### src/rtl/window_io_controller.sv
`default_nettype none
// ============================================================================
// window_io_controller : SRAM read of one row segment per anchor, hand-off to
//                        the blur stage, and write-back of hysteresis results.
// Revision 1.0
// ============================================================================
module window_io_controller #(
    parameter int BLOCK_W  = 10,
    parameter int Y_OFFSET = 5,
    parameter int ADDR_W   = 32
) (
    input  logic                   clk,
    input  logic                   n_rst,
    input  logic                   en_filter,
    input  logic                   process_done,
    input  logic                   anchor_moving,
    input  logic [15:0]            anchor_x,
    input  logic [15:0]            anchor_y,
    input  logic [15:0]            width,
    input  logic [15:0]            height,
    input  logic [ADDR_W-1:0]      in_base,
    input  logic [ADDR_W-1:0]      out_base,
    input  logic [8*BLOCK_W-1:0]   result_in,
    output logic [ADDR_W-1:0]      mem_addr,
    output logic                   mem_read,
    output logic                   mem_write,
    output logic [7:0]             mem_wdata,
    input  logic [7:0]             mem_rdata,
    input  logic                   mem_ready,
    output logic [8*BLOCK_W-1:0]   pixels_out,
    output logic                   window_valid,
    output logic                   io_final
);

    localparam int IDX_W = (BLOCK_W > 1) ? $clog2(BLOCK_W) : 1;

    localparam logic [1:0] S_IDLE  = 2'd0;
    localparam logic [1:0] S_READ  = 2'd1;
    localparam logic [1:0] S_WRITE = 2'd2;
    localparam logic [1:0] S_WAIT  = 2'd3;

    localparam logic [IDX_W-1:0] LAST_IDX = IDX_W'(BLOCK_W - 1);
    localparam logic [15:0]      Y_OFF16  = 16'(Y_OFFSET);

    logic [1:0]             state_q, state_d;
    logic [IDX_W-1:0]       idx_q, idx_d;
    logic [8*BLOCK_W-1:0]   shadow_q, shadow_d;
    logic [8*BLOCK_W-1:0]   pixels_q, pixels_d;
    logic                   window_valid_q, window_valid_d;

    logic [16:0]            col_x;
    logic                   col_ok;
    logic                   rd_ok;
    logic                   wr_ok;
    logic [15:0]            wr_row;
    logic [31:0]            rd_prod;
    logic [31:0]            wr_prod;
    logic [ADDR_W-1:0]      rd_addr;
    logic [ADDR_W-1:0]      wr_addr;
    logic [7:0]             wr_byte;
    logic [7:0]             rd_byte;
    logic                   step;

    // Column is kept 17 bits wide so anchor_x + i cannot wrap into range.
    assign col_x   = {1'b0, anchor_x} + {{(17-IDX_W){1'b0}}, idx_q};
    assign col_ok  = col_x < {1'b0, width};
    assign rd_ok   = col_ok && (anchor_y < height);
    assign wr_row  = anchor_y - Y_OFF16;
    assign wr_ok   = col_ok && (anchor_y >= Y_OFF16) && (wr_row < height);
    assign rd_prod = 32'(anchor_y) * 32'(width);
    assign wr_prod = 32'(wr_row) * 32'(width);
    assign rd_addr = in_base  + ADDR_W'(rd_prod) + ADDR_W'(col_x);
    assign wr_addr = out_base + ADDR_W'(wr_prod) + ADDR_W'(col_x);
    assign wr_byte = result_in[{idx_q, 3'b000} +: 8];
    assign rd_byte = rd_ok ? mem_rdata : 8'h00;

    // ------------------------------------------------------------------
    // State and datapath registers
    // ------------------------------------------------------------------
    always_ff @(posedge clk or negedge n_rst) begin
        if (!n_rst) begin
            state_q        <= S_IDLE;
            idx_q          <= '0;
            shadow_q       <= '0;
            pixels_q       <= '0;
            window_valid_q <= 1'b0;
        end else begin
            state_q        <= state_d;
            idx_q          <= idx_d;
            shadow_q       <= shadow_d;
            pixels_q       <= pixels_d;
            window_valid_q <= window_valid_d;
        end
    end

    // ------------------------------------------------------------------
    // Next-state and datapath update
    // ------------------------------------------------------------------
    always_comb begin
        state_d        = state_q;
        idx_d          = idx_q;
        shadow_d       = shadow_q;
        pixels_d       = pixels_q;
        window_valid_d = 1'b0;
        step           = 1'b0;

        case (state_q)
            S_IDLE: begin
                if (en_filter) begin
                    state_d = S_READ;
                    idx_d   = '0;
                end
            end

            S_READ: begin
                step = !rd_ok || mem_ready;
                if (step) begin
                    shadow_d[{idx_q, 3'b000} +: 8] = rd_byte;
                    if (idx_q == LAST_IDX) begin
                        // Publish on the same edge that fills the last slot.
                        pixels_d       = shadow_d;
                        window_valid_d = 1'b1;
                        state_d        = S_WRITE;
                        idx_d          = '0;
                    end else begin
                        idx_d = idx_q + IDX_W'(1);
                    end
                end
            end

            S_WRITE: begin
                step = !wr_ok || mem_ready;
                if (step) begin
                    if (idx_q == LAST_IDX) begin
                        state_d = S_WAIT;
                        idx_d   = '0;
                    end else begin
                        idx_d = idx_q + IDX_W'(1);
                    end
                end
            end

            S_WAIT: begin
                if (process_done) begin
                    state_d = S_IDLE;
                    idx_d   = '0;
                end else if (anchor_moving) begin
                    state_d = S_READ;
                    idx_d   = '0;
                end
            end

            default: begin
                state_d = S_IDLE;
                idx_d   = '0;
            end
        endcase
    end

    // ------------------------------------------------------------------
    // Outputs
    // ------------------------------------------------------------------
    always_comb begin
        mem_read     = 1'b0;
        mem_write    = 1'b0;
        mem_addr     = '0;
        mem_wdata    = 8'h00;
        io_final     = 1'b0;
        pixels_out   = pixels_q;
        window_valid = window_valid_q;

        case (state_q)
            S_READ: begin
                if (rd_ok) begin
                    mem_read = 1'b1;
                    mem_addr = rd_addr;
                end
            end
            S_WRITE: begin
                if (wr_ok) begin
                    mem_write = 1'b1;
                    mem_addr  = wr_addr;
                    mem_wdata = wr_byte;
                end
            end
            S_WAIT: begin
                io_final = 1'b1;
            end
            default: begin
                mem_read = 1'b0;
            end
        endcase
    end

endmodule
`default_nettype wire

### config.mk
export PLATFORM = sky130hd
export DESIGN_NAME = window_io_controller
export DESIGN_NICKNAME = d
export VERILOG_FILES = /design/src/rtl/window_io_controller.sv
export SDC_FILE = /design/constraint.sdc
export NUM_CORES = 2
export LEC_CHECK = 0
export ABC_AREA = 1
export CAP_MARGIN = 30
export CORE_AREA = 2 2 229 231
export DETAILED_ROUTE_END_ITERATION = 6
export DIE_AREA = 0 0 231 233
export PLACE_DENSITY_LB_ADDON = 0.1
export SYNTH_ARGS = -nofsm -noshare
export SYNTH_HDL_FRONTEND = slang
export SYNTH_SLANG_ARGS = --single-unit
### constraint.sdc
create_clock -name clk -period 13.45 [get_ports clk]
set_input_delay 2.0175 -clock clk [delete_from_list [all_inputs] [get_ports clk]]
set_output_delay 2.0175 -clock clk [all_outputs]
set_load 0.005 [all_outputs]
# ---- Yosys cells after proc, flatten, opt, wreduce, memory -nomap -nowiden
# Cells that the tools add are included.
dict set report word_totals {
  input_bits 222
  output_inout_bits 124
  regBits 167
}
dict set report op_classes {
  add_sub_neg 8
  shift 3
  n_eq_ne 10
  n_lt_le_gt_ge 4
  muxes 30
  mul 2
  n_reduce_logical 12
}
# operator n
set ops {}
lappend ops {{80-bit bitwise mux} 1}
lappend ops {{8-bit by 9-bit variable shift with 80-bit output (first input constant)} 1}
lappend ops {{8-bit by 9-bit variable part select with 80-bit output} 1}
lappend ops {{80-bit by 8-bit variable part select with 8-bit output} 1}
lappend ops {{32-bit by 17-bit adder with 32-bit output} 2}
lappend ops {{32-bit adder} 2}
lappend ops {{16-bit by 16-bit multiplier with 32-bit output} 2}
lappend ops {{32-bit two-way mux} 2}
lappend ops {{32-bit one-hot mux with 2 select lines} 1}
lappend ops {{16-bit less-than comparator} 2}
lappend ops {{4-bit two-way mux} 6}
lappend ops {{8-bit two-way mux} 3}
lappend ops {{16-bit by 4-bit adder with 17-bit output} 1}
lappend ops {{17-bit by 16-bit less-than comparator with 1-bit output} 1}
lappend ops {{16-bit by 3-bit >= comparator with 1-bit output (second input constant)} 1}
lappend ops {{4-bit one-hot mux with 4 select lines} 1}
lappend ops {{16-bit by 3-bit subtractor with 16-bit output (second input constant)} 1}
lappend ops {{2-bit two-way mux} 7}
lappend ops {{2-bit inequality test (second input constant)} 5}
lappend ops {{7-bit negation with 9-bit output} 1}
lappend ops {{1-bit two-way mux} 8}
lappend ops {{2-bit one-hot mux with 4 select lines} 1}
lappend ops {{6-bit AND reduction} 1}
lappend ops {{4-bit by 1-bit adder with 4-bit output (second input constant)} 1}
lappend ops {{other kinds (11)} 16}

# ---- Depth between registers and ports, before layout
dict set report logic_depth {
  word_depth 8
  ltp_mapped 38
}

# ---- Least setup slack after synthesis
# Ideal clock, no wire load.
dict set report synth_timing {
  kind {input -> output}
  startpoint {input port anchor_y[1]}
  endpoint {output port mem_addr[20]}
  required_time_ns 11.432
  path_stages 35
  arrival_time_ns 8.491
  n_path_buf 3
  setup_slack_ns 2.941
  cell_sequence {buf_2 buf_1 inv_1 ha_1 o21ai_1 nor3_2 inv_1 nor2_1 or2_2 nand2_1 clkbuf_1 nor2_1 fa_1 inv_1 fa_1 inv_1 fa_1 inv_1 fa_1 inv_1 fa_1 inv_1 fa_1 inv_1 ha_1 nand2_1 inv_1 a21oi_1 o21bai_1 inv_1 nand2_1 a21oi_1 xnor2_1 nand2_1 a21oi_1}
}
dict set report synth_via {
  elab_chain_len 6
  elab_cells_between_ends 16
}
# element line
set synth_lines {}
lappend synth_lines {{from (decl)} 18} ;# input logic [15:0] anchor_y,
lappend synth_lines {{16-bit by 3-bit subtractor with 16-bit output} 68} ;# assign wr_row = anchor_y - Y_OFF16;
lappend synth_lines {{16-bit by 16-bit multiplier with 32-bit output} 71} ;# assign wr_prod = 32'(wr_row) * 32'(width);
lappend synth_lines {{32-bit adder} 73} ;# assign wr_addr = out_base + ADDR_W'(wr_prod) + ADDR_W'(col_x);
lappend synth_lines {{32-bit by 17-bit adder with 32-bit output} 73}
lappend synth_lines {{32-bit two-way mux} 180} ;# if (wr_ok) begin
lappend synth_lines {{32-bit one-hot mux with 2 select lines *} 172} ;# case (state_q)
lappend synth_lines {{to (decl)} 24} ;# output logic [ADDR_W-1:0] mem_addr,
# Every way passes the cells marked *; elsewhere a longest branch is shown, timed or not.

# ---- Final worst setup path
dict set report layout_timing {
  startpoint {input port anchor_y[0]}
  endpoint {output port mem_addr[30]}
}
# Same word-level chain as after synthesis.

==> results.yml <==
status:
  status: "complete, no violations"
drt:
  vias: 27800
  wl_um: 102000
  drt_first_pass_iters: 6
  wl_per_cell_um: 20.4
  drc: 0
  drt-vias-per-instance: 5.56
  postRouteAntennaNets: 0
  drtIter0Drc: 2622
global_routing:
  grt_first_pass_wirelength_um: 160000
  grt_max_degree: 105
  grt-ovfl-total: 0
  grt_util_all_layers_pct: 39.3
  antenna_found_initial: 4
  grt_pass1_vias: 28500
placement:
  gp_congestion: 1.11
  numPortBuffers: 345
  hpwlAfterDp_um: 82600
synth:
  synth_area_mm2: 0.0306
  async_reset_ff_share_pct: 100
  netlist-cell-type-count: 51
  ys_seq_elements: 167
  yosysWarnings: 0
  synth_edf_count: 0
  syn_inst: 4067
  yosysTopAreaCellShare_pct: 31.7
  synthFlopType: "dfrtp_1"
  synth_area_per_cell_um2: 7.53
  synth_nets: 5029
  post-synth-top-area-cell: "fa_1"
  synth_area_leaders: "fa_1, dfrtp_1, nand2_1"
  synth_seq_area_share_pct: 13.6
timing:
  clock_skew_ns: 0.0182
  setup_viol: 0
  min_period_ns: 12.31
  slew_viol_final: 0
  fmax_mhz: 81.2
  setup_tns_ns: 0
  relSlewSlack_pct: 30.9
  worst_slew_pin_slew_ns: 1.03
  rsz0062_at_grt: "false"
  hold_violations: 0
  timing.final.crit_share_pct: 91.5
setup_path:
  path_class: "in -> out"
  startpoint: "anchor_y[0]"
  endpoint_kind: "output pin"
  r2r_start: "idx_q[2]"
  rr_worst_depth: 26
  r2r_slack_ns: 7.17
  endpoint: "mem_addr[30]"
  crit_arrival_ns: 10.29
  cpPeakStageDelay_ns: 0.58
  cp_slowest_cell: "fa_1"
  cp_data_required_time_ns: 11.43
  cp_max_fo: 12
  r2r_end: "pixels_out[6]"
  cp-start-kind: "primary input"
floorplan:
  die_w_um: 231
  die_h_um: 233
  rows: 83
  die-area_mm2: 0.0538
  design.portCount: 346
  core_mm2: 0.0511
  initial_utilization_pct: 59.9
finish:
  final_cell_mix: "nand2_1, inv_1, fa_1"
  layout_commonest_cell: "nand2_1"
  layout.nets: 5272
  drive_gt1_share_pct: 4.09
  area_delta_synth_final_pct: 14.7
clock_tree:
  hold_buffers: 0
  clk_pin_slew_ns: 0.07
  insertion_delay_ns: 0.45
  cts.sinks: 167
  cts_buffers: 17
  cts-htree-levels: 4
  post_cts_buffers: 0
  cts_resized: 0
  cts_tree: "yes"
  root_buffer: "clkbuf_16"
  clockBufferDepth: 2
run:
  drv_cap: 0
hold_path:
  hp-class: "reg -> reg"
[layer usage]
metal | track usage, % | vias up | wire (um)
met2 | 60.6 | 1463 | 45400
met4 | 18.4 | 4 | 5400
met1 | 52.4 | 13400 | 40200
li1 | - | 12700 | -
met3 | 9.75 | 289 | 11000
met5 | 0 | - | 26
[final cells by class]
cell class                 count  area (um2)
multi-input combinational   2852       22400
fill                        4362       16000
sequential                   167        4180
timing repair buffer         392        3830
inverter                     880        3300
tap                          680         851
clock buffer                  17         425
clock inverter                15         176
antenna                        2        5.00
[critical path: cells and delay by family]
kind | cells | cell delay, ns
fa+ha+maj | 7 | 3.47
buf+inv | 7 | 1.73
compound gates | 6 | 1.65
simple gates | 11 | 1.44
[cells in the mapped netlist (12+ instances only)]
library cell	number
fa_1	485
buf_2	45
dfrtp_1	167
inv_1	865
nor2_1	301
o21ai_1	24
nand2_1	1072
o21ai_0	120
nand4_1	36
nor3_1	18
ha_1	255
buf_1	33
buf_4	12
inv_2	12
or2_2	64
a21oi_1	139
nand3_1	189
xnor2_1	13
xor2_1	46
clkbuf_1	70
[per-stage QoR]
stage	hold WS, ns	utilization (%)	instance area (um2)	std cells	setup slack (ns)
floorplan	0.441	-	30600	4067	2.94
global placement	0.454	67.5	34500	4968	1.41
detailed placement	0.459	67.5	34500	4970	1.45
CTS	0.479	68.7	35100	5002	1.42
global route	0.484	68.8	35100	5005	0.794
finish	0.476	68.8	35100	5005	1.14
[cells by family (layout without fill, tap and decap cells)]
logic type / count (synthesis) / in the layout / share of synthesized area, %
simple gates: 1716 / 1716 / 23.2
buf+inv: 1048 / 1304 / 13.4
fa+ha+maj: 740 / 740 / 42.1
compound gates: 337 / 337 / 5.99
flops: 167 / 167 / 13.6
xor+xnor: 59 / 59 / 1.69
other cells: 0 / 2 / 0
[flip-flops by register name (all words and copies together), names as in the netlist]
signal        cells
shadow_q         80
state_q           2
window_valid      1
pixels_out       80
idx_q             4
[worst min-delay path by stage]
stage | startpoint | to | slack, ns | cells past startpoint
2_1_floorplan | shadow_q[46] | shadow_q[46] | 0.44 | 2
3_3_place_gp | shadow_q[21] | shadow_q[21] | 0.45 | 2
3_5_place_dp | shadow_q[31] | shadow_q[31] | 0.46 | 2
4_1_cts | shadow_q[28] | shadow_q[28] | 0.48 | 2
5_1_grt | shadow_q[24] | shadow_q[24] | 0.48 | 2
6_report | shadow_q[47] | shadow_q[47] | 0.48 | 2
Power is not shown: default switching activity piles up to over one toggle a cycle in this logic, so the estimate is an artifact.
